## src/rtl/crc_ser_tx_scheduler.sv

```systemverilog
`timescale 1ns/1ps
// Round-robin scheduler sharing one CRC + serializer packet path among NUM_REQ requesters.
// Sequences load, CRC-done wait and serializer-done wait, with a timeout guard on each wait.
module crc_ser_tx_scheduler #(
  parameter int NUM_REQ = 4,
  parameter int DATA_W  = 32,
  parameter int TIMEOUT = 255
) (
  input  logic                      clk,
  input  logic                      rstn,
  input  logic [NUM_REQ-1:0]        req,
  input  logic [NUM_REQ*DATA_W-1:0] req_payload,
  input  logic [NUM_REQ-1:0]        req_mode,
  output logic [NUM_REQ-1:0]        ack,
  output logic [NUM_REQ-1:0]        grant,
  output logic [DATA_W-1:0]         dp_payload,
  output logic                      dp_mode,
  output logic                      crc_enable,
  output logic                      crc_load,
  input  logic                      crc_done,
  input  logic                      ser_done,
  output logic                      busy,
  output logic                      err,
  output logic [2:0]                err_id,
  output logic [15:0]               tx_count
);

  localparam logic [2:0] S_IDLE     = 3'd0;
  localparam logic [2:0] S_LOAD     = 3'd1;
  localparam logic [2:0] S_CRC_WAIT = 3'd2;
  localparam logic [2:0] S_SER_WAIT = 3'd3;
  localparam logic [2:0] S_DONE     = 3'd4;
  localparam logic [2:0] S_ABORT    = 3'd5;

  localparam logic [15:0] TO_LAST = 16'(TIMEOUT - 1);

  logic [2:0]         state;
  logic [2:0]         rr_ptr;
  logic [2:0]         gnt_idx;
  logic [15:0]        to_cnt;
  logic               to_hit;
  logic [7:0]         req_ext;
  logic [2:0]         sel_idx;
  logic               sel_valid;
  logic [NUM_REQ-1:0] sel_onehot;
  logic [DATA_W-1:0]  sel_payload;
  logic               sel_mode;
  logic [2:0]         next_ptr;

  function automatic logic [2:0] wrap_idx(input logic [3:0] v);
    return (v >= 4'(NUM_REQ)) ? 3'(v - 4'(NUM_REQ)) : v[2:0];
  endfunction

  always_comb begin
    req_ext = '0;
    req_ext[NUM_REQ-1:0] = req;
  end

  // Search downward so the offset closest to rr_ptr is the last (winning) assignment.
  always_comb begin
    sel_idx   = '0;
    sel_valid = 1'b0;
    for (int off = NUM_REQ - 1; off >= 0; off--) begin
      if (req_ext[wrap_idx({1'b0, rr_ptr} + 4'(off))]) begin
        sel_idx   = wrap_idx({1'b0, rr_ptr} + 4'(off));
        sel_valid = 1'b1;
      end
    end
  end

  always_comb begin
    sel_onehot  = '0;
    sel_payload = '0;
    sel_mode    = 1'b0;
    for (int i = 0; i < NUM_REQ; i++) begin
      if (3'(i) == sel_idx) begin
        sel_onehot[i] = 1'b1;
        sel_payload   = req_payload[i*DATA_W +: DATA_W];
        sel_mode      = req_mode[i];
      end
    end
  end

  assign next_ptr = wrap_idx({1'b0, gnt_idx} + 4'd1);
  assign to_hit   = (to_cnt == TO_LAST);

  // Done ticks are tested before the timeout so a coincident done wins.
  always_ff @(posedge clk) begin
    if (!rstn) begin
      state      <= S_IDLE;
      rr_ptr     <= '0;
      gnt_idx    <= '0;
      grant      <= '0;
      dp_payload <= '0;
      dp_mode    <= 1'b0;
      err_id     <= '0;
      tx_count   <= '0;
      to_cnt     <= '0;
    end else begin
      case (state)
        S_IDLE: begin
          if (sel_valid) begin
            grant      <= sel_onehot;
            gnt_idx    <= sel_idx;
            dp_payload <= sel_payload;
            dp_mode    <= sel_mode;
            state      <= S_LOAD;
          end
        end
        S_LOAD: begin
          to_cnt <= '0;
          state  <= S_CRC_WAIT;
        end
        S_CRC_WAIT: begin
          if (crc_done) begin
            to_cnt <= '0;
            state  <= S_SER_WAIT;
          end else if (to_hit) begin
            err_id <= gnt_idx;
            state  <= S_ABORT;
          end else begin
            to_cnt <= to_cnt + 16'd1;
          end
        end
        S_SER_WAIT: begin
          if (ser_done) begin
            tx_count <= tx_count + 16'd1;
            state    <= S_DONE;
          end else if (to_hit) begin
            err_id <= gnt_idx;
            state  <= S_ABORT;
          end else begin
            to_cnt <= to_cnt + 16'd1;
          end
        end
        S_DONE, S_ABORT: begin
          grant  <= '0;
          rr_ptr <= next_ptr;
          state  <= S_IDLE;
        end
        default: state <= S_IDLE;
      endcase
    end
  end

  assign crc_load   = (state == S_LOAD);
  assign crc_enable = (state == S_LOAD) || (state == S_CRC_WAIT);
  assign busy       = (state != S_IDLE);
  assign err        = (state == S_ABORT);
  assign ack        = (state == S_DONE) ? grant : '0;

endmodule

```

## config.mk

```make
export PLATFORM = sky130hd
export DESIGN_NAME = crc_ser_tx_scheduler
export DESIGN_NICKNAME = d
export VERILOG_FILES = /design/src/rtl/crc_ser_tx_scheduler.sv
export SDC_FILE = /design/constraint.sdc
export NUM_CORES = 1
export LEC_CHECK = 0
export BUFFER_PORTS_ARGS = -buffer_cell sky130_fd_sc_hd__buf_2
export CORE_UTILIZATION = 52
export CTS_CLUSTER_SIZE = 20
export DETAILED_ROUTE_END_ITERATION = 12
export PLACE_DENSITY = 0.86
export SYNTH_ARGS = -nofsm -noshare
export SYNTH_HDL_FRONTEND = slang
export SYNTH_SLANG_ARGS = --single-unit
```

## constraint.sdc

```tcl
create_clock -name clk -period 5.9 [get_ports clk]
set_input_delay 0.885 -clock clk [delete_from_list [all_inputs] [get_ports clk]]
set_output_delay 0.885 -clock clk [all_outputs]
set_load 0.1 [all_outputs]
```

# After elaboration in Yosys (flattened, before gate mapping)
# Index checks and enable logic that the tools add are counted.
# Widths: inputs -> output; s select.
dict set report word_totals {
  ff_bits 81
  input_bits 140
  out_inout_bits 64
  elab_cells 103
}
dict set report op_classes {
  n_addsub 11
  order_cmp 9
  eq_ne 12
  muxes 49
  n_reduce_logical 13
}
# operator count
set ops {}
lappend ops {{$mux 32} 4}
lappend ops {{$mux 16} 3}
lappend ops {{$mux 3} 16}
lappend ops {{$pmux 16 s3} 1}
lappend ops {{$add 16x1->16 const B} 2}
lappend ops {{$eq 16x8->1 const B} 1}
lappend ops {{$ge 4x3->1 const B} 4}
lappend ops {{$lt 3x4->1 const B} 4}
lappend ops {{$mux 1} 16}
lappend ops {{$sub 3x3->3 const B} 5}
lappend ops {{$bmux 1 s3} 4}
lappend ops {{$pmux 3 s4} 1}
lappend ops {{$add 3x1->4 const B} 2}
lappend ops {{$add 3x2->4 const B} 2}
lappend ops {{$mux 4} 2}
lappend ops {{$pmux 4 s2} 1}
lappend ops {{$reduce_and 2->1} 4}
lappend ops {{$eq 2x3->1 const A} 2}
lappend ops {{$eq 3x2->1 const B} 2}
lappend ops {{$eq 3x3->1 const B} 2}
lappend ops {{$logic_not 3->1} 2}
lappend ops {{$ne 2x2->1 const B} 3}
lappend ops {{$pmux 3 s2} 1}
lappend ops {{$reduce_bool 3->1} 2}
lappend ops {{7 further kinds} 8}

# Depth between registers and ports, before layout
dict set report depth {
  ltp_word 14
  depth_mapped 13
  mapped_depth_nobuf 8
}

# Worst setup path before layout
# Ideal clock, no wire load.
dict set report synth_timing {
  path_kind {register -> output}
  start {register state[1]}
  end {output crc_enable}
  t_arrival_ns 2.120
  t_required_ns 5.015
  setup_slack_ns 2.895
  stages_incl_launch_ff 4
  n_path_buf 1
  path_cell_list {dfxtp_1 -> clkbuf_1 -> nand2_1 -> a21oi_1}
}
dict set report synth_via {
  elab_chain_cells 2
  elab_cells_between_ends 3
  classes_between {eq/ne: 2; reduce/logical: 1}
}
# item line_no
set synth_lines {}
lappend synth_lines {{start, declared} 37} ;# logic [2:0] state;
lappend synth_lines {{start signal, assigned} 90} ;# state <= S_IDLE;
lappend synth_lines {{start signal, assigned} 107} ;# state <= S_LOAD;
lappend synth_lines {{start signal, assigned} 112} ;# state <= S_CRC_WAIT;
lappend synth_lines {{$eq 3x1->1 / $eq 3x2->1 (equally long branches)} 147} ;# assign crc_enable = (state == S_LOAD) || (state == S_CRC_WAIT);
lappend synth_lines {{$logic_or 1x1->1 *} 147}
lappend synth_lines {{end, declared} 18} ;# output logic crc_enable,
# Mark *: on every way between the ends. The rest lies on a longest branch, timed or not.

# Worst setup path in the final report
dict set report layout_timing {
  start {register rr_ptr[0]}
  end {register dp_payload[22]}
}
dict set report layout_via {
  elab_chain_cells 14
  elab_cells_between_ends 40
  classes_between {add/sub: 7; order compare: 4; eq/ne: 3; mux: 24; reduce/logical: 2}
}
# item line_no
set layout_lines {}
lappend layout_lines {{start, declared} 38} ;# logic [2:0] rr_ptr;
lappend layout_lines {{start signal, assigned} 138} ;# rr_ptr <= next_ptr;
lappend layout_lines {{$add 3x2->4} {64, 65}}
lappend layout_lines {{$ge 4x3->1 / $sub 3x3->3 (equally long branches)} 51} ;# return (v >= 4'(NUM_REQ)) ? 3'(v - 4'(NUM_REQ)) : v[2:0];
lappend layout_lines {{$mux 3} 51}
lappend layout_lines {{$bmux 1 s3} 64} ;# if (req_ext[wrap_idx({1'b0, rr_ptr} + 4'(off))]) begin
lappend layout_lines {{$mux 1 (not written as such)} 64}
lappend layout_lines {{$mux 3 (4 in a row)} 64}
lappend layout_lines {{$logic_not 3->1} 76} ;# if (3'(i) == sel_idx) begin
lappend layout_lines {{$mux 32 (4 in a row)} 76}
lappend layout_lines {{end signal, assigned} 105} ;# dp_payload <= sel_payload;
lappend layout_lines {{end, declared} 16} ;# output logic [DATA_W-1:0] dp_payload,
# Parallel ways exist; a longest one is shown, timed or not. The select of a mux whose other input is x is not followed.
# A chain may end at the register's enable or synchronous reset.

==> summary.md <==
| Metric | Value |
|---|---|
| Area grow syn2layout | 24.3% |
| Crit-path max FO | 36 |
| First drt pass iteration count | 9 |
| Area post-placement | 5760 sq um |
| Fillers | 753 |
| Kind of critical path | register to register |
| Startpoint Class | register |
| Placed cells | roughly 830 |
| Failing checks | design-rule violations |
| GRT overflow | 0 |
| Netlist cell types | between 50 and 60 |
| Post-Route WL | roughly 14 mm |
| Final Max Tran Viols | 0 |
| CTS max path bufs | 2 |
| Syn nets | 705 |
| Peak supply drop | ~190 uV |
| Port Buffer Count | 203 |
| R2R Setup Slk | 2.18 ns |
| Most used DFF post-synth | dfxtp_1 |
| Max-slew headroom | around 20% |
| Postcts setup bufs | 0 |
| Core area | 8810 sq um |
| Number of global-route vias before repair | 4,898 |
| Area share of the largest cell type after synthesis | 33.9% |
| First-pass GRT wire length | ~23 mm |
| Post-Syn Area | around 4800 sq um |
| Synth Area per Inst | 8.57 sq um |
| Site row count | 34 |
| Reg2Reg Depth | 8 |
| RSZ-0062 raised after global routing | no |
| Routed Antenna Nets | 0 |
| Pre-CTS setup slack | between 2 and 2.5 ns |
| Register area share after synthesis | 33.9% |
| Clk slew on worst S/H paths | 0.09 ns |
| Largest net degree at the start of global routing | 37 |
| Vias | 4,969 |
| Final hold vios | 0 |
| Critical Path RT | around 6.1 ns |
| Util after Layout | 67.6% |
| Post-Layout Cell Count | roughly 850 |
| Initial Utilization | a little over half |
| Worst hold slack | 0.477 ns |
| Worst Setup SP | rr_ptr[0] |
| Critical-path cell list | inv_1, ha_1, mux4_2, a221o_1, o21a_4, nor2_8, mux2i_1, o211ai_2 |
| Fin crit share | 63.1% |
| Drt initial violations | 226 |
| I/O pin cnt | 204 |
| Worst-Margin Slew | 1.20 ns |
| Die Y-Extent | about 100 um |
| Reg2reg start | rr_ptr[0] |
| Post_cts resized | 0 |
| Period minus WS final | between 3 and 4 ns |
| Finish-stage setup viols | 0 |
| Worst endpoint data arrival time | about 3.9 ns |
| Cts bufs inserted | 9 |
| Layout Nets | 882 |
| PwrDens | 270 nW/um^2 |
| DR WL/cell | 16.4 um |
| Mapped Cells | 559 |
| Yosys Warn Count | 0 |
| Share of cells above drive strength 1 | 35.5% |
| Crit path to | dp_payload[22] |
| Full die area | between 9000 and 10,000 sq um |
| H-tree levels | 3 |
| Hold-fix buffers, CTS | 0 |
| Gpl congestion | 0.832 |
| Worst-Skew Late Latency | roughly 0.36 ns |
| Post-DP HPWL | 10.4 mm |
| CTS tree | yes |
| Worst Hold Class | register to register |
| Setup TNS | 0 ns |
| Reg-to-reg endpoint | dp_payload[22] |
| Synth async-reset ratio | 0% |
| Post-DR vias/cell | 5.84 |
| Total power | about 1.6 mW |
| Final non-filler cell area | 5950 sq um |
| Worst setup margin | 2.18 ns |
| Clock skew | roughly 0.014 ns |
| Worst path slowest cell | dfxtp_1 |
| # clock sinks | 81 |
| Number of synthesized flops with an enable pin | 0 |
| FF+latch count, synth | 81 |
| Root buffer cell | clkbuf_8 |
| Synth top area cells | dfxtp_1 (34%), mux2i_1 (8.4%), o211ai_2 (7.1%) |
| Synth area leader | dfxtp_1 |
| Worst path max stage delay | around 0.69 ns |
| P_leak | 2.63 nW |
| Die span in x | 98.0 um |
| Tot GR Track Use | between 20 and 30% |
| Combined area of the multi-input logic cells | 2920 sq um |
| DRC violations left | 4 |
| Status | finished, violations left |
| Fmax | about 270 MHz |
| Most common cell after layout, fill and taps aside | buf_2 |
| Storage cell area | roughly 1600 sq um |
| Commonest cells after routing, fill and taps aside | buf_2 (203), dfxtp_1 (81), nand2_1 (55) |
| Initial antenna violation count | 1 |
| CP Capture Type | register |
| Maxcap violations | 0 |
-- metal layers --
layer	GRT usage, %	up-vias	part of all wire (%)
met1	31.8	2346	38
li1	-	2363	-
met2	50.8	210	51
met5	0	-	0
met3	7.02	50	7.1
met4	17.4	0	4.5
-- where the power goes --
part / internal, mW / total [mW] / switching, mW
combinational: 0.141 / 0.590 / 0.449
clock: 0.175 / 0.402 / 0.227
sequential: 0.588 / 0.616 / 0.0283
total: 0.904 / 1.61 / 0.705
-- worst min path at each step --
| stage | cells past startpoint | start | slack [ns] | end |
|---|---|---|---|---|
| 3_5_place_dp | 2 | dp_payload[25] | 0.46 | dp_payload[25] |
| 2_1_floorplan | 1 | gnt_idx[2] | 0.45 | gnt_idx[2] |
| 5_1_grt | 2 | dp_payload[5] | 0.50 | dp_payload[5] |
| 6_report | 2 | dp_payload[29] | 0.48 | dp_payload[29] |
| 4_1_cts | 2 | dp_payload[29] | 0.48 | dp_payload[29] |
| 3_3_place_gp | 2 | dp_payload[29] | 0.45 | dp_payload[29] |
-- critical path: cells and delay by family, from the launching register on --
family	cells	cell delay, ns
muxes	2	0.70
buffers and inverters	1	0.16
DFF	1	0.69
adders and majority gates	1	0.50
AOI/OAI and AO/OA	3	0.83
and+or+nand+nor	1	0.67
-- area by class of cell --
type	count	share of cell area [%]
Inverter	9	0.567
Tap cell	108	2.27
Clock buffer	10	2.31
Clock inverter	6	0.925
Multi-Input combinational cell	428	49.0
Timing Repair Buffer	207	17.6
Antenna cell	2	0.0841
Sequential cell	81	27.2
-- synth_stat cells, types with 4 or more instances --
cell and instances:
nand2_1 55, mux2i_1 40, nand2b_1 4, or3_1 9
clkbuf_1 24, dfxtp_1 81, inv_1 9, and3_1 9
xnor2_1 13, nor3_1 9, nor2_1 46, nand3_1 44
ha_1 6, and2_1 5, xor2_1 10, a21oi_1 11
nand4_1 11, o211ai_1 6, a21o_1 33, buf_2 10
o211ai_2 27, o22a_1 4, o21ai_0 13, o21ai_1 31
-- flip-flops by register name, summed over array words and instances (netlist names) --
signal	count
gnt_idx	3
dp_mode	1
err_id	3
dp_payload	32
rr_ptr	3
tx_count	16
state	3
grant	4
to_cnt	16
-- logic make-up after synthesis --
group                    Yosys count  synth area share (%)
AO/OA/AOI/OAI                    145                  23.4
XOR/XNOR                          23                  4.21
adder cells (fa/ha/maj)            6                  1.57
buffers and inverters             50                  5.38
flip-flops                        81                  33.9
multiplexers                      45                  10.0
AND/OR/NAND/NOR                  209                  21.6
No activity file was read; power rests on OpenSTA's default activity.
